<file path="config.mk">
export PLATFORM = sky130hd
export DESIGN_NAME = matrix_row_scrubber
export DESIGN_NICKNAME = d
export VERILOG_FILES = /design/src/rtl/matrix_code_pkg.sv /design/src/rtl/matrix_code_row.sv /design/src/rtl/matrix_row_scrubber.sv
export SDC_FILE = /design/constraint.sdc
export NUM_CORES = 1
export LEC_CHECK = 0
export BUFFER_PORTS_ARGS = -buffer_cell sky130_fd_sc_hd__buf_2
export CAP_MARGIN = 10
export CORE_MARGIN = 3
export CORE_UTILIZATION = 60
export CTS_BUF_LIST = sky130_fd_sc_hd__clkbuf_4
export DETAILED_ROUTE_END_ITERATION = 12
export PLACE_DENSITY = 0.92
export SYNTH_ARGS = -nofsm -noshare
export SYNTH_HDL_FRONTEND = slang
export SYNTH_SLANG_ARGS = --single-unit
</file>
<file path="constraint.sdc">
create_clock -name clk -period 6.3 [get_ports clk]
set_clock_uncertainty 0.1 [all_clocks]
set_input_delay 0.945 -clock clk [delete_from_list [all_inputs] [get_ports clk]]
set_output_delay 0.945 -clock clk [all_outputs]
set_load 0.02 [all_outputs]
</file>
<file path="src/rtl/matrix_code_pkg.sv">
// rtl/matrix_code_pkg.sv - shared types and constants for the matrix-code row scrubber
package matrix_code_pkg;

    localparam int ROW_W   = 56;
    localparam int P11_LSB = 0;
    localparam int P12_LSB = 8;
    localparam int P13_LSB = 16;
    localparam int P14_LSB = 24;
    localparam int Z11_LSB = 32;
    localparam int Z12_LSB = 40;
    localparam int Z13_LSB = 48;

    typedef enum logic [2:0] {IDLE, RD, CAP, CHK, WR, DONE} state_t;

    typedef enum logic [2:0] {CLEAN, D11, D12, D13, D14, CHK_ERR, UNCORR} row_class_t;

    // Returns {c13, c12, c11}, already in z13..z11 packing order.
    function automatic logic [23:0] calc_checks(input logic [31:0] d);
        logic [7:0] p11, p12, p13, p14;
        p11 = d[P11_LSB +: 8];
        p12 = d[P12_LSB +: 8];
        p13 = d[P13_LSB +: 8];
        p14 = d[P14_LSB +: 8];
        return {p11 ^ p13 ^ p14, p11 ^ p12 ^ p14, p11 ^ p12 ^ p13};
    endfunction

endpackage

</file>
<file path="src/rtl/matrix_code_row.sv">
// rtl/matrix_code_row.sv - single-row corrector: repairs one data byte from the three syndromes
module matrix_code_row
    import matrix_code_pkg::*;
(
    input  logic [ROW_W-1:0] row,
    output logic [31:0]      q_data
);

    logic [23:0] checks;
    logic [7:0]  s1, s2, s3;

    assign checks = calc_checks(row[31:0]);
    assign s1 = checks[7:0]   ^ row[Z11_LSB +: 8];
    assign s2 = checks[15:8]  ^ row[Z12_LSB +: 8];
    assign s3 = checks[23:16] ^ row[Z13_LSB +: 8];

    // The syndrome value equals the error pattern of the flipped data byte.
    always_comb begin
        q_data = row[31:0];
        if (s1 != 8'h00 && s1 == s2 && s2 == s3)
            q_data[P11_LSB +: 8] = row[P11_LSB +: 8] ^ s1;
        else if (s1 != 8'h00 && s1 == s2 && s3 == 8'h00)
            q_data[P12_LSB +: 8] = row[P12_LSB +: 8] ^ s1;
        else if (s1 != 8'h00 && s1 == s3 && s2 == 8'h00)
            q_data[P13_LSB +: 8] = row[P13_LSB +: 8] ^ s1;
        else if (s2 != 8'h00 && s2 == s3 && s1 == 8'h00)
            q_data[P14_LSB +: 8] = row[P14_LSB +: 8] ^ s2;
    end

endmodule

</file>
<file path="src/rtl/matrix_row_scrubber.sv">
// rtl/matrix_row_scrubber.sv - scrub controller walking all rows, correcting and counting errors
module matrix_row_scrubber
    import matrix_code_pkg::*;
#(
    parameter int ADDR_W = 4,
    parameter int DEPTH  = 16
) (
    input  logic              clk,
    input  logic              rst_n,
    input  logic              start,
    output logic              busy,
    output logic              done,
    output logic [ADDR_W-1:0] mem_addr,
    output logic              mem_rd_en,
    input  logic [ROW_W-1:0]  mem_rdata,
    output logic              mem_wr_en,
    output logic [ROW_W-1:0]  mem_wdata,
    output logic [7:0]        corr_cnt,
    output logic [7:0]        uncorr_cnt,
    output logic              err_valid,
    output logic [ADDR_W-1:0] err_addr
);

    localparam logic [ADDR_W-1:0] LAST_ROW = ADDR_W'(DEPTH - 1);

    state_t           state, next_state;
    row_class_t       cls;
    logic [ROW_W-1:0] row_q;
    logic [23:0]      chk_recalc;
    logic [7:0]       s1, s2, s3;
    logic [31:0]      corr_data, wr_data;
    logic             need_wr, last_row;

    matrix_code_row u_row (
        .row    (row_q),
        .q_data (corr_data)
    );

    assign chk_recalc = calc_checks(row_q[31:0]);
    assign s1 = chk_recalc[7:0]   ^ row_q[Z11_LSB +: 8];
    assign s2 = chk_recalc[15:8]  ^ row_q[Z12_LSB +: 8];
    assign s3 = chk_recalc[23:16] ^ row_q[Z13_LSB +: 8];

    always_comb begin
        cls = UNCORR;
        unique case ({s1 != 8'h00, s2 != 8'h00, s3 != 8'h00})
            3'b000:                 cls = CLEAN;
            3'b111:                 if (s1 == s2 && s2 == s3) cls = D11;
            3'b110:                 if (s1 == s2) cls = D12;
            3'b101:                 if (s1 == s3) cls = D13;
            3'b011:                 if (s2 == s3) cls = D14;
            3'b100, 3'b010, 3'b001: cls = CHK_ERR;
            default:                cls = UNCORR;
        endcase
    end

    assign need_wr  = (cls != CLEAN) && (cls != UNCORR);
    assign last_row = (mem_addr == LAST_ROW);
    // Check-byte errors keep the stored data; only data-byte classes take the corrector output.
    assign wr_data  = (cls == CHK_ERR) ? row_q[31:0] : corr_data;
    assign busy     = (state != IDLE);

    always_ff @(posedge clk or negedge rst_n) begin
        if (!rst_n) state <= IDLE;
        else        state <= next_state;
    end

    always_comb begin
        next_state = state;
        unique case (state)
            IDLE:    if (start) next_state = RD;
            RD:      next_state = CAP;
            CAP:     next_state = CHK;
            CHK:     next_state = need_wr ? WR : (last_row ? DONE : RD);
            WR:      next_state = last_row ? DONE : RD;
            DONE:    next_state = IDLE;
            default: next_state = IDLE;
        endcase
    end

    always_ff @(posedge clk or negedge rst_n) begin
        if (!rst_n) begin
            mem_rd_en  <= 1'b0;
            mem_wr_en  <= 1'b0;
            done       <= 1'b0;
            mem_addr   <= '0;
            mem_wdata  <= '0;
            row_q      <= '0;
            corr_cnt   <= 8'h00;
            uncorr_cnt <= 8'h00;
            err_valid  <= 1'b0;
            err_addr   <= '0;
        end else begin
            mem_rd_en <= (next_state == RD);
            mem_wr_en <= (next_state == WR);
            done      <= (next_state == DONE);
            unique case (state)
                IDLE: begin
                    if (start) begin
                        mem_addr   <= '0;
                        corr_cnt   <= 8'h00;
                        uncorr_cnt <= 8'h00;
                        err_valid  <= 1'b0;
                        err_addr   <= '0;
                    end
                end
                CAP: row_q <= mem_rdata;
                CHK: begin
                    if (cls == UNCORR) begin
                        if (uncorr_cnt != 8'hFF) uncorr_cnt <= uncorr_cnt + 8'd1;
                        if (!err_valid) err_addr <= mem_addr;
                        err_valid <= 1'b1;
                    end else if (need_wr) begin
                        if (corr_cnt != 8'hFF) corr_cnt <= corr_cnt + 8'd1;
                        mem_wdata <= {calc_checks(wr_data), wr_data};
                    end
                    if (!need_wr && !last_row) mem_addr <= mem_addr + 1'b1;
                end
                WR: if (!last_row) mem_addr <= mem_addr + 1'b1;
                default: ;
            endcase
        end
    end

endmodule

</file>
## Word level (Yosys, flattened, before mapping)

Cells that the tools add are included.

| word-level totals | value |
|---|---|
| word-level logic and storage cells | 130 |
| output and inout port bits | 85 |
| register bits | 143 |

| cells by class | value |
|---|---|
| multiplexer cells | 35 |
| reduce and logical (&&, ||, !) cells | 31 |
| equal/unequal tests | 32 |
| bitwise logic cells | 18 |
| add/sub/neg operators | 3 |

Operator list:

| cell | count |
|---|---|
| 8-bit bitwise XOR | 17 |
| 8-bit 2-to-1 mux | 11 |
| 32-bit 2-to-1 mux | 1 |
| 8-bit case mux with 2 select lines | 2 |
| 3-bit == test, second input constant | 9 |
| 8-bit == test | 3 |
| 8-bit logical NOT | 3 |
| 24-bit 2-to-1 mux | 1 |
| 8-bit nonzero test | 3 |
| 4-bit 2-to-1 mux | 5 |
| 3-bit 2-to-1 mux | 6 |
| 2-bit inequality test, second input constant | 9 |
| 3-bit case mux with 6 select lines | 1 |
| 8-bit by 1-bit adder with 8-bit output, second input constant | 2 |
| 16-bit 2-to-1 mux | 1 |
| 8-bit inequality test, second input constant | 2 |
| 3-bit case mux with 5 select lines | 1 |
| 3-bit by 2-bit == test with 1-bit output, second input constant | 4 |
| 4-bit case mux with 3 select lines | 1 |
| 4-bit AND reduction | 3 |
| 1-bit logical AND | 10 |
| 3-bit by 1-bit == test with 1-bit output, second input constant | 3 |
| 3-bit nonzero test | 3 |
| 4-bit case mux with 2 select lines | 1 |
| 13 further kinds | 17 |

## Depth between registers and ports, before layout

Gate-level depths: netlist of the first run.

| logic depth | value |
|---|---|
| depth in word-level cells | 13 |
| mapped depth | 14 |
| mapped depth without buffers | 10 |

## Modules after synthesis

Synthesis of the first run repeated with hierarchy kept, for this count alone.

| unflattened totals | value |
|---|---|
| cell total of the unflattened synthesis | 970 |
| area, all modules | 9720.6 um2 |

By module, submodules not included:

| module | cells an instance | area each (um2) | instances |
|---|---|---|---|
| matrix_row_scrubber | 774 | 8124.0 | 1 |
| matrix_code_row | 196 | 1596.5 | 1 |

## Worst setup path after synthesis of the first run

Ideal clock, no wire load.

| timing | value |
|---|---|
| path kind | register to register |
| start | register row_q[14] |
| end | register mem_wdata[45] |
| cell stages (with the launch flop) | 12 |
| data required time | 6.073 ns |
| setup time | 0.127 ns |
| buffers on the path | 3 |
| slack | 3.145 ns |
| data arrival time | 2.927 ns |
| cell sequence | dfrtp_1 buf_2 xnor2_1 xnor2_2 nand4_1 or4_1 a221o_1 buf_6 or2_4 buf_6 inv_2 mux2_1 |

| on the way | value |
|---|---|
| word-level cells in the longest chain between the ends | 12 |
| elaborated cells between the ends (all ways) | 50 |
| classes of those cells | eq/ne: 13; mux: 12; bitwise: 8; reduce/logical: 17 |

RTL lines:

| item | RTL line | text |
|---|---|---|
| start, declared | matrix_row_scrubber.sv:28 | `logic [ROW_W-1:0] row_q;` |
| start signal, assigned | matrix_row_scrubber.sv:107 | `CAP: row_q <= mem_rdata;` |
| 8-bit bitwise XOR (*) | matrix_code_pkg.sv:24 | `return {p11 ^ p13 ^ p14, p11 ^ p12 ^ p14, p11 ^ p12 ^ p13};` |
| branches (longest 11 deep; another with 32-bit 2-to-1 mux) | - |  |
| end signal, assigned | matrix_row_scrubber.sv:115 | `mem_wdata <= {calc_checks(wr_data), wr_data};` |
| end, declared | matrix_row_scrubber.sv:17 | `output logic [ROW_W-1:0] mem_wdata,` |

Every way passes the cells marked *.
A chain may end at the register's enable or synchronous reset.

## Worst setup path in the final report of the first run

| timing | value |
|---|---|
| start | register row_q[11] |
| end | register mem_wdata[9] |

| on the way | value |
|---|---|
| word-level cells in the longest chain between the ends | 10 |
| elaborated cells between the ends (all ways) | 38 |
| classes of those cells | eq/ne: 13; mux: 8; bitwise: 6; reduce/logical: 11 |

RTL lines:

| item | RTL line | text |
|---|---|---|
| 8-bit bitwise XOR (*) | matrix_code_pkg.sv:24 |  |
| 8-bit bitwise XOR | matrix_code_pkg.sv:24 |  |
| 8-bit bitwise XOR, on equally long branches | - |  |
| 8-bit nonzero test (tied with other cells) | matrix_row_scrubber.sv:46 | `unique case ({s1 != 8'h00, s2 != 8'h00, s3 != 8'h00})` |
| 3-bit == test (tied with other cells) | matrix_row_scrubber.sv:46 |  |
| 3-bit OR reduction or 3-bit 2-to-1 mux (tied branches) | matrix_row_scrubber.sv:46, matrix_row_scrubber.sv:48 |  |
| 3-bit case mux with 6 select lines | matrix_row_scrubber.sv:46 |  |
| 3-bit inequality test (tied with other cells) | matrix_row_scrubber.sv:57 | `assign need_wr = (cls != CLEAN) && (cls != UNCORR);` |
| 1-bit logical AND or 1-bit inverter (tied branches) | - |  |
| 3-bit AND reduction (no source line) | - |  |

Mark *: on every way between the ends. The rest lies on a longest branch, timed or not.

==> impl_summary.txt, run 1 <==
----------------------------------------------------
[Final layout]
  Fillers ... 941
  Finished Layout Cells ... 1044
  Area growth from synthesis to layout ... 12.8%
  Net count of the finished layout ... 920
  Finished layout cell area ... 0.00898 mm^2
  Most frequent standard cell in the layout excluding fill and tap cells ... dfrtp_1
  Highest-count cells in the layout ignoring fill and taps ... 143 x dfrtp_1, 142 x buf_2, 131 x xnor2_1
  Sequential standard cell area ... 0.00358 mm^2
  Fraction of layout cells with a size suffix above 1 ... 31.8%
  Multi-input gate area ... 0.00409 mm^2
  Final cell utilization of the core ... 70.3%

[Clocking]
  Clock-pin slew of the registers on the worst-case setup and hold paths ... 0.12 ns
  Clock Latency Late Sink ... 0.56 ns
  Level count of the clock H-tree ... 4
  Setup fix buffers added after clock tree synthesis ... 0
  Root buffer selected by CTS ... clkbuf_4
  Clk sinks ... 143
  Resize count post-CTS ... 0
  Number of hold-repair buffers added at the cts stage ... 0
  CTS buffer count ... 17
  Clock Path Buffers ... 2
  TritonCTS clock tree ... yes

[Yosys]
  Compound-gate portion of the synthesized area ... 8.94%
  Count of different cell masters after synthesis ... 52
  Number of enable flip-flop cells after synthesis ... 0
  Synthesis warning total ... 0
  Proportion of synthesized area in mux cells ... 9.97%
  Area of the mapped netlist ... 0.00796 mm^2
  Share of synthesized flip-flops with an asynchronous set or reset ... 100%
  Parity-gate share of the synthesized area counting xor and xnor cells ... 20.6%
  Dominant combinational cell family by area after synthesis ... XOR/XNOR gates
  Synthesized-area fraction occupied by and/or/nand/nor cells ... 11.3%
  Total of flip-flops plus latches after synthesis ... 143
  Synth Area in Adders ... 0.472%
  Synthesized netlist cell count ... 737
  Sequential element share of the synthesized area ... 45.0%
  Number of nets produced by synthesis ... 799
  Per-instance average area after synthesis ... 10.8 um^2
  Most frequently used flop master after synthesis ... dfrtp_1

[Worst hold path]
  Path category of the worst min-delay check ... in2async

[Critical path]
  Type of element launching the critical path ... flip-flop
  Setup CP Type ... reg2reg
  WP data required ... 6.68 ns
  Nature of the critical path endpoint ... flip-flop
  Arrival time at the worst endpoint ... 4.60 ns
  Crit-path max FO ... 85
  Depth of the worst register-to-register path ... 10

[STA]
  Relative max-transition margin ... 36.8%
  Slew of the pin with the lowest slew margin ... 0.948 ns
  Slew Limit Fails ... 0
  Peak Freq ... 237 MHz
  Setup tns final ... 0 ns
  Tcrit/Tclk final ... 67.0%
  Post-route worst setup slack ... 2.08 ns
  Final Hold Slack ... 0.356 ns
  Unrepaired setup endpoints after global routing ... no
  Number of hold violations in the final report ... 0
  Final setup violation count ... 0
  Crit path time final ... 4.22 ns

[Floorplan]
  Effective utilization at floorplan ... 62.3%
  Horizontal die dimension ... 121 um
  Site row count ... 41
  Die ar. ... 0.0147 mm^2
  Core area ... 0.0128 mm^2
  Y dimension of the die ... 121 um
  I/O pin count ... 144

[Global routing]
  Aggregate global routing overflow ... 0
  Maximum number of pins on one net before global-route repair ... 96
  Via count of the first global-routing pass ... 5565
  Global-route wire length before repair ... 28800 um
  Antenna violations before repair ... 0
  Global Route Usage Sum ... 25.5%

[Power and ir drop]
  Power density over the cells ... 550 mW/mm^2
  Max rail drop VDD ... 0.293 mV
  Leakage power ... 4.04 nW
  Total power ... 4.94 mW

[Flow run]
  Maxcap violations ... 0

[Placed design]
  Inst Count DP ... 1011
  Post-DP Area ... 0.00867 mm^2
  Placed wire-length estimate after detailed placement ... 13700 um
  Number of port buffers ... 143
  Weighted congestion reported at the end of routability-driven placement ... 0.983
  Worst slack at placement ... 2.11 ns

[Route]
  Drt via density ... 5.60
  Number of design rule violations left after detail routing ... 0
  First-pass iteration count of the detailed router ... 5
  Per-cell routed wire length ... 17.1 um
  Routed wire length ... 17900 um
  Iteration-0 DRC Markers ... 373
  Routed vias ... 5850
  Antenna Nets Post-Route ... 0

[Outcome]
  Result of the run ... finished, final reports clean

----------------------------------------------------
## state kept, by name, indices dropped and copies added, names as in the netlist
signal,cells
corr_cnt,8
mem_addr,4
done,1
mem_wdata,56
uncorr_cnt,8
row_q,56
state,3
err_addr,4
mem_wr_en,1
mem_rd_en,1
err_valid,1
## synthesized netlist by cell type (10+ instances only)
cell	number	area share (%)
a21oi_1	14	0.88
buf_2	13	0.82
buf_6	10	1.4
clkbuf_1	20	0.94
dfrtp_1	143	45
mux2_2	57	8.1
mux2i_1	14	1.8
nand2_1	77	3.6
nand3_1	14	0.88
nor2_1	23	1.1
nor3_1	23	1.4
o21ai_1	30	1.9
o21ai_2	25	2.8
xnor2_1	131	14
xor2_1	41	4.5
## worst max-delay path, cell delays in order (launching register included)
cell and delay, ns:
dfrtp_1 0.46, xnor2_1 0.32, xnor2_1 0.26, nand4_1 0.22, or4_1 0.66, nor3_1 0.22, a221o_1 0.44, or2_4 0.83
buf_4 0.43, nand2_1 0.09, o21ai_1 0.09
## metal layers
metal	track usage (%)	vias to the layer above	share of wire, %
met1	37.2	2812	45
met3	5.92	30	8.7
met2	38.5	246	45
li1	-	2762	-
met5	0	-	0
met4	7.00	0	1.8
## path summary, 6_finish.rpt
check	startpoint	endpoint	slack [ns]
min	rst_n	done$_DFF_PN0_	0.36
max	row_q[11]$_DFFE_PN0N_	mem_wdata[9]$_DFFE_PN0P_	2.08
min in group clk	mem_wdata[17]$_DFFE_PN0P_	mem_wdata[17]$_DFFE_PN0P_	0.39
min reg2reg	mem_wdata[17]$_DFFE_PN0P_	mem_wdata[17]$_DFFE_PN0P_	0.39
max reg2reg	row_q[11]$_DFFE_PN0N_	mem_wdata[9]$_DFFE_PN0P_	2.08
max in group asynchronous	rst_n	row_q[31]$_DFFE_PN0N_	4.61
## logic make-up (layout without fill, tap and decap cells)
kind of cell               Yosys count  count (layout)
and+or+nand+nor                    186             186
buffers and inverters               53             187
muxes                               72              72
other                                0               1
DFF                                143             143
adders and majority gates            3               3
AOI/OAI and AO/OA                  101             101
xor gates and xnor gates           179             179
## cell type report
class                   count  area share (%)
repair buffers            147            8.37
flip-flops and latches    143            39.8
clock inverters            14            1.92
multi-input cells         541            45.6
clock buffers              18            1.50
well taps                 172            2.40
diodes                      1          0.0279
inverters                   8           0.334
## report_power, final
group	switching, mW	internal [mW]	total, mW
Combinational	1.46	1.31	2.77
Sequential	0.392	1.15	1.54
Clock	0.317	0.312	0.629
Total	2.17	2.77	4.94
No activity file was read; power rests on OpenSTA's default activity.
==> run 2: changes to the inputs <==
CORE_UTILIZATION = 58   (was 60)
PLACE_DENSITY = 0.9   (was 0.92)
clock period = 4 ns   (was 6.3 ns; I/O delays follow)
==> run 2 against run 1 <==
Sequential power increased by 57%. Largest cell class unchanged. Highest routed layer unchanged. Largest power group unchanged. Global-route usage decreased by 1.2 points. Fmax increased by 15%.
==> impl_summary.txt, run 2 (synthesis results as in run 1) <==
----------------------------------------------------
[Worst hold path]
  Path category of the worst min-delay check ... in2async (unchanged)

[Clocking]
  Resize count post-CTS ... 0 (unchanged)
  Clock Latency Late Sink ... 0.54 ns (was 0.56 ns)
  Root buffer selected by CTS ... clkbuf_4 (unchanged)
  Clock-pin slew of the registers on the worst-case setup and hold paths ... 0.11 ns (was 0.12 ns)
  Number of hold-repair buffers added at the cts stage ... 0 (unchanged)
  Clk sinks ... 143 (unchanged)
  Clock Path Buffers ... 2 (unchanged)
  Level count of the clock H-tree ... 4 (unchanged)
  CTS buffer count ... 17 (unchanged)
  TritonCTS clock tree ... yes (unchanged)
  Setup fix buffers added after clock tree synthesis ... 0 (unchanged)

[STA]
  Final setup violation count ... 0 (unchanged)
  Tcrit/Tclk final ... 91.8% (was 67.0%)
  Peak Freq ... 272 MHz (was 237 MHz)
  Relative max-transition margin ... 35.5% (was 36.8%)
  Slew of the pin with the lowest slew margin ... 0.967 ns (was 0.948 ns)
  Number of hold violations in the final report ... 0 (unchanged)
  Setup tns final ... 0 ns (unchanged)
  Slew Limit Fails ... 0 (unchanged)
  Final Hold Slack ... 0.0643 ns (was 0.356 ns)
  Crit path time final ... 3.67 ns (was 4.22 ns)
  Unrepaired setup endpoints after global routing ... no (unchanged)

[Placed design]
  Post-DP Area ... 0.00876 mm^2 (was 0.00867 mm^2)
  Inst Count DP ... 1023 (was 1011)
  Weighted congestion reported at the end of routability-driven placement ... 0.952 (was 0.983)
  Number of port buffers ... 143 (unchanged)
  Placed wire-length estimate after detailed placement ... 13900 um (was 13700 um)

[Critical path]
  WP data required ... 4.36 ns (was 6.68 ns)
  R2R Path Start ... row_q[7]$_DFFE_PN0N_ (was row_q[11]$_DFFE_PN0N_)
  Arrival time at the worst endpoint ... 4.04 ns (was 4.60 ns)
  Type of element launching the critical path ... flip-flop (unchanged)
  Worst reg2reg setup slack ... 0.33 ns (was 2.08 ns)
  Setup CP Type ... reg2reg (unchanged)
  RR Endpoint ... mem_wdata[51]$_DFFE_PN0P_ (was mem_wdata[9]$_DFFE_PN0P_)
  Depth of the worst register-to-register path ... 10 (unchanged)
  Crit-path max FO ... 48 (was 85)
  Nature of the critical path endpoint ... flip-flop (unchanged)

[Floorplan]
  I/O pin count ... 144 (unchanged)
  Horizontal die dimension ... 123 um (was 121 um)
  Effective utilization at floorplan ... 59.6% (was 62.3%)
  Site row count ... 42 (was 41)
  Y dimension of the die ... 123 um (was 121 um)
  Die ar. ... 0.0152 mm^2 (was 0.0147 mm^2)
  Core area ... 0.0133 mm^2 (was 0.0128 mm^2)

[Global routing]
  Via count of the first global-routing pass ... 5413 (was 5565)
  Antenna violations before repair ... 1 (was 0)
  Global Route Usage Sum ... 24.3% (was 25.5%)
  Aggregate global routing overflow ... 0 (unchanged)
  Maximum number of pins on one net before global-route repair ... 109 (was 96)
  Global-route wire length before repair ... 28400 um (was 28800 um)

[Final layout]
  Net count of the finished layout ... 928 (was 920)
  Finished Layout Cells ... 1056 (was 1044)
  Regs by FF count ... mem_wdata (56), row_q (56) (unchanged)
  Most frequent standard cell in the layout excluding fill and tap cells ... dfrtp_1 (unchanged)
  Finished layout cell area ... 0.00900 mm^2 (was 0.00898 mm^2)
  Fraction of layout cells with a size suffix above 1 ... 32.5% (was 31.8%)
  Highest-count cells in the layout ignoring fill and taps ... 143 x dfrtp_1, 142 x buf_2, 131 x xnor2_1 (unchanged)
  Area growth from synthesis to layout ... 13.0% (was 12.8%)
  Fillers ... 1048 (was 941)

[Route]
  Antenna Nets Post-Route ... 0 (unchanged)
  Number of design rule violations left after detail routing ... 0 (unchanged)
  Iteration-0 DRC Markers ... 412 (was 373)
  Routed wire length ... 17700 um (was 17900 um)
  First-pass iteration count of the detailed router ... 5 (unchanged)
  Routed vias ... 5707 (was 5850)
  Drt via density ... 5.40 (was 5.60)
  Per-cell routed wire length ... 16.8 um (was 17.1 um)

[Outcome]
  Result of the run ... finished, final reports clean (unchanged)

[Power and ir drop]
  Total power ... 7.61 mW (was 4.94 mW)
  Leakage power ... 4.06 nW (was 4.04 nW)
  Power density over the cells ... 845 mW/mm^2 (was 550 mW/mm^2)
  Max rail drop VDD ... 0.597 mV (was 0.293 mV)

[Flow run]
  Maxcap violations ... 0 (unchanged)

----------------------------------------------------
run 2: how the worst max path moves through the flow:
stage | start | to | slack [ns] | cells past startpoint
after floorplan | row_q[14]$_DFFE_PN0N_ | mem_wdata[45]$_DFFE_PN0P_ | 0.85 | 11
after global placement | row_q[7]$_DFFE_PN0N_ | mem_wdata[11]$_DFFE_PN0P_ | 0.40 | 9
after detailed placement | row_q[7]$_DFFE_PN0N_ | mem_wdata[51]$_DFFE_PN0P_ | 0.34 | 10
after CTS | row_q[7]$_DFFE_PN0N_ | mem_wdata[51]$_DFFE_PN0P_ | 0.31 | 10
after global routing | row_q[7]$_DFFE_PN0N_ | mem_wdata[51]$_DFFE_PN0P_ | 0.12 | 10
final | row_q[7]$_DFFE_PN0N_ | mem_wdata[51]$_DFFE_PN0P_ | 0.33 | 10
run 2: final cells by class:
cell class                      count  area [um^2]  share of cell area, %
Inverter                            8         30.0                  0.334
Clock buffer                       18          135                   1.50
Antenna cell                        1         2.50                 0.0278
Clock inverter                     14          101                   1.13
Multi-Input combinational cell    541         4090                   45.5
Timing Repair Buffer              155          837                   9.30
Tap cell                          176          220                   2.45
Sequential cell                   143         3580                   39.8
run 2: through the flow:
step / setup slack (ns) / util [%]
after floorplan: 0.845 / -
after global placement: 0.398 / 65.6
after detailed placement: 0.342 / 65.6
after CTS: 0.315 / 67.4
after global routing: 0.118 / 67.4
final: 0.327 / 67.4
run 2: layer usage:
layer / part of all wire, % / wire (um) / vias up / track usage [%]
met3: 6.1 / 1090 / 17 / 5.03
met5: 0 / 0 / - / 0
met4: 1.1 / 189 / 0 / 5.67
met1: 48 / 8510 / 2735 / 36.5
li1: - / - / 2771 / -
met2: 45 / 7950 / 184 / 36.4
run 2: critical path, stage by stage (launching register included):
cell and delay, ns:
dfrtp_1 0.49, xor3_1 0.49, xnor2_1 0.32, nand3_1 0.16, or3_1 0.51, nor3_1 0.22
a221o_1 0.40, or2_4 0.44, buf_12 0.28, nand2_1 0.09, o21ai_1 0.08
run 2: power breakdown:
group / total [mW] / internal, mW / leakage [nW] / switching [mW]
Combinational: 4.38 / 2.11 / 2.07 / 2.27
Clock: 0.806 / 0.302 / 0.136 / 0.504
Sequential: 2.42 / 1.81 / 1.86 / 0.611
Total: 7.61 / 4.23 / 4.06 / 3.38
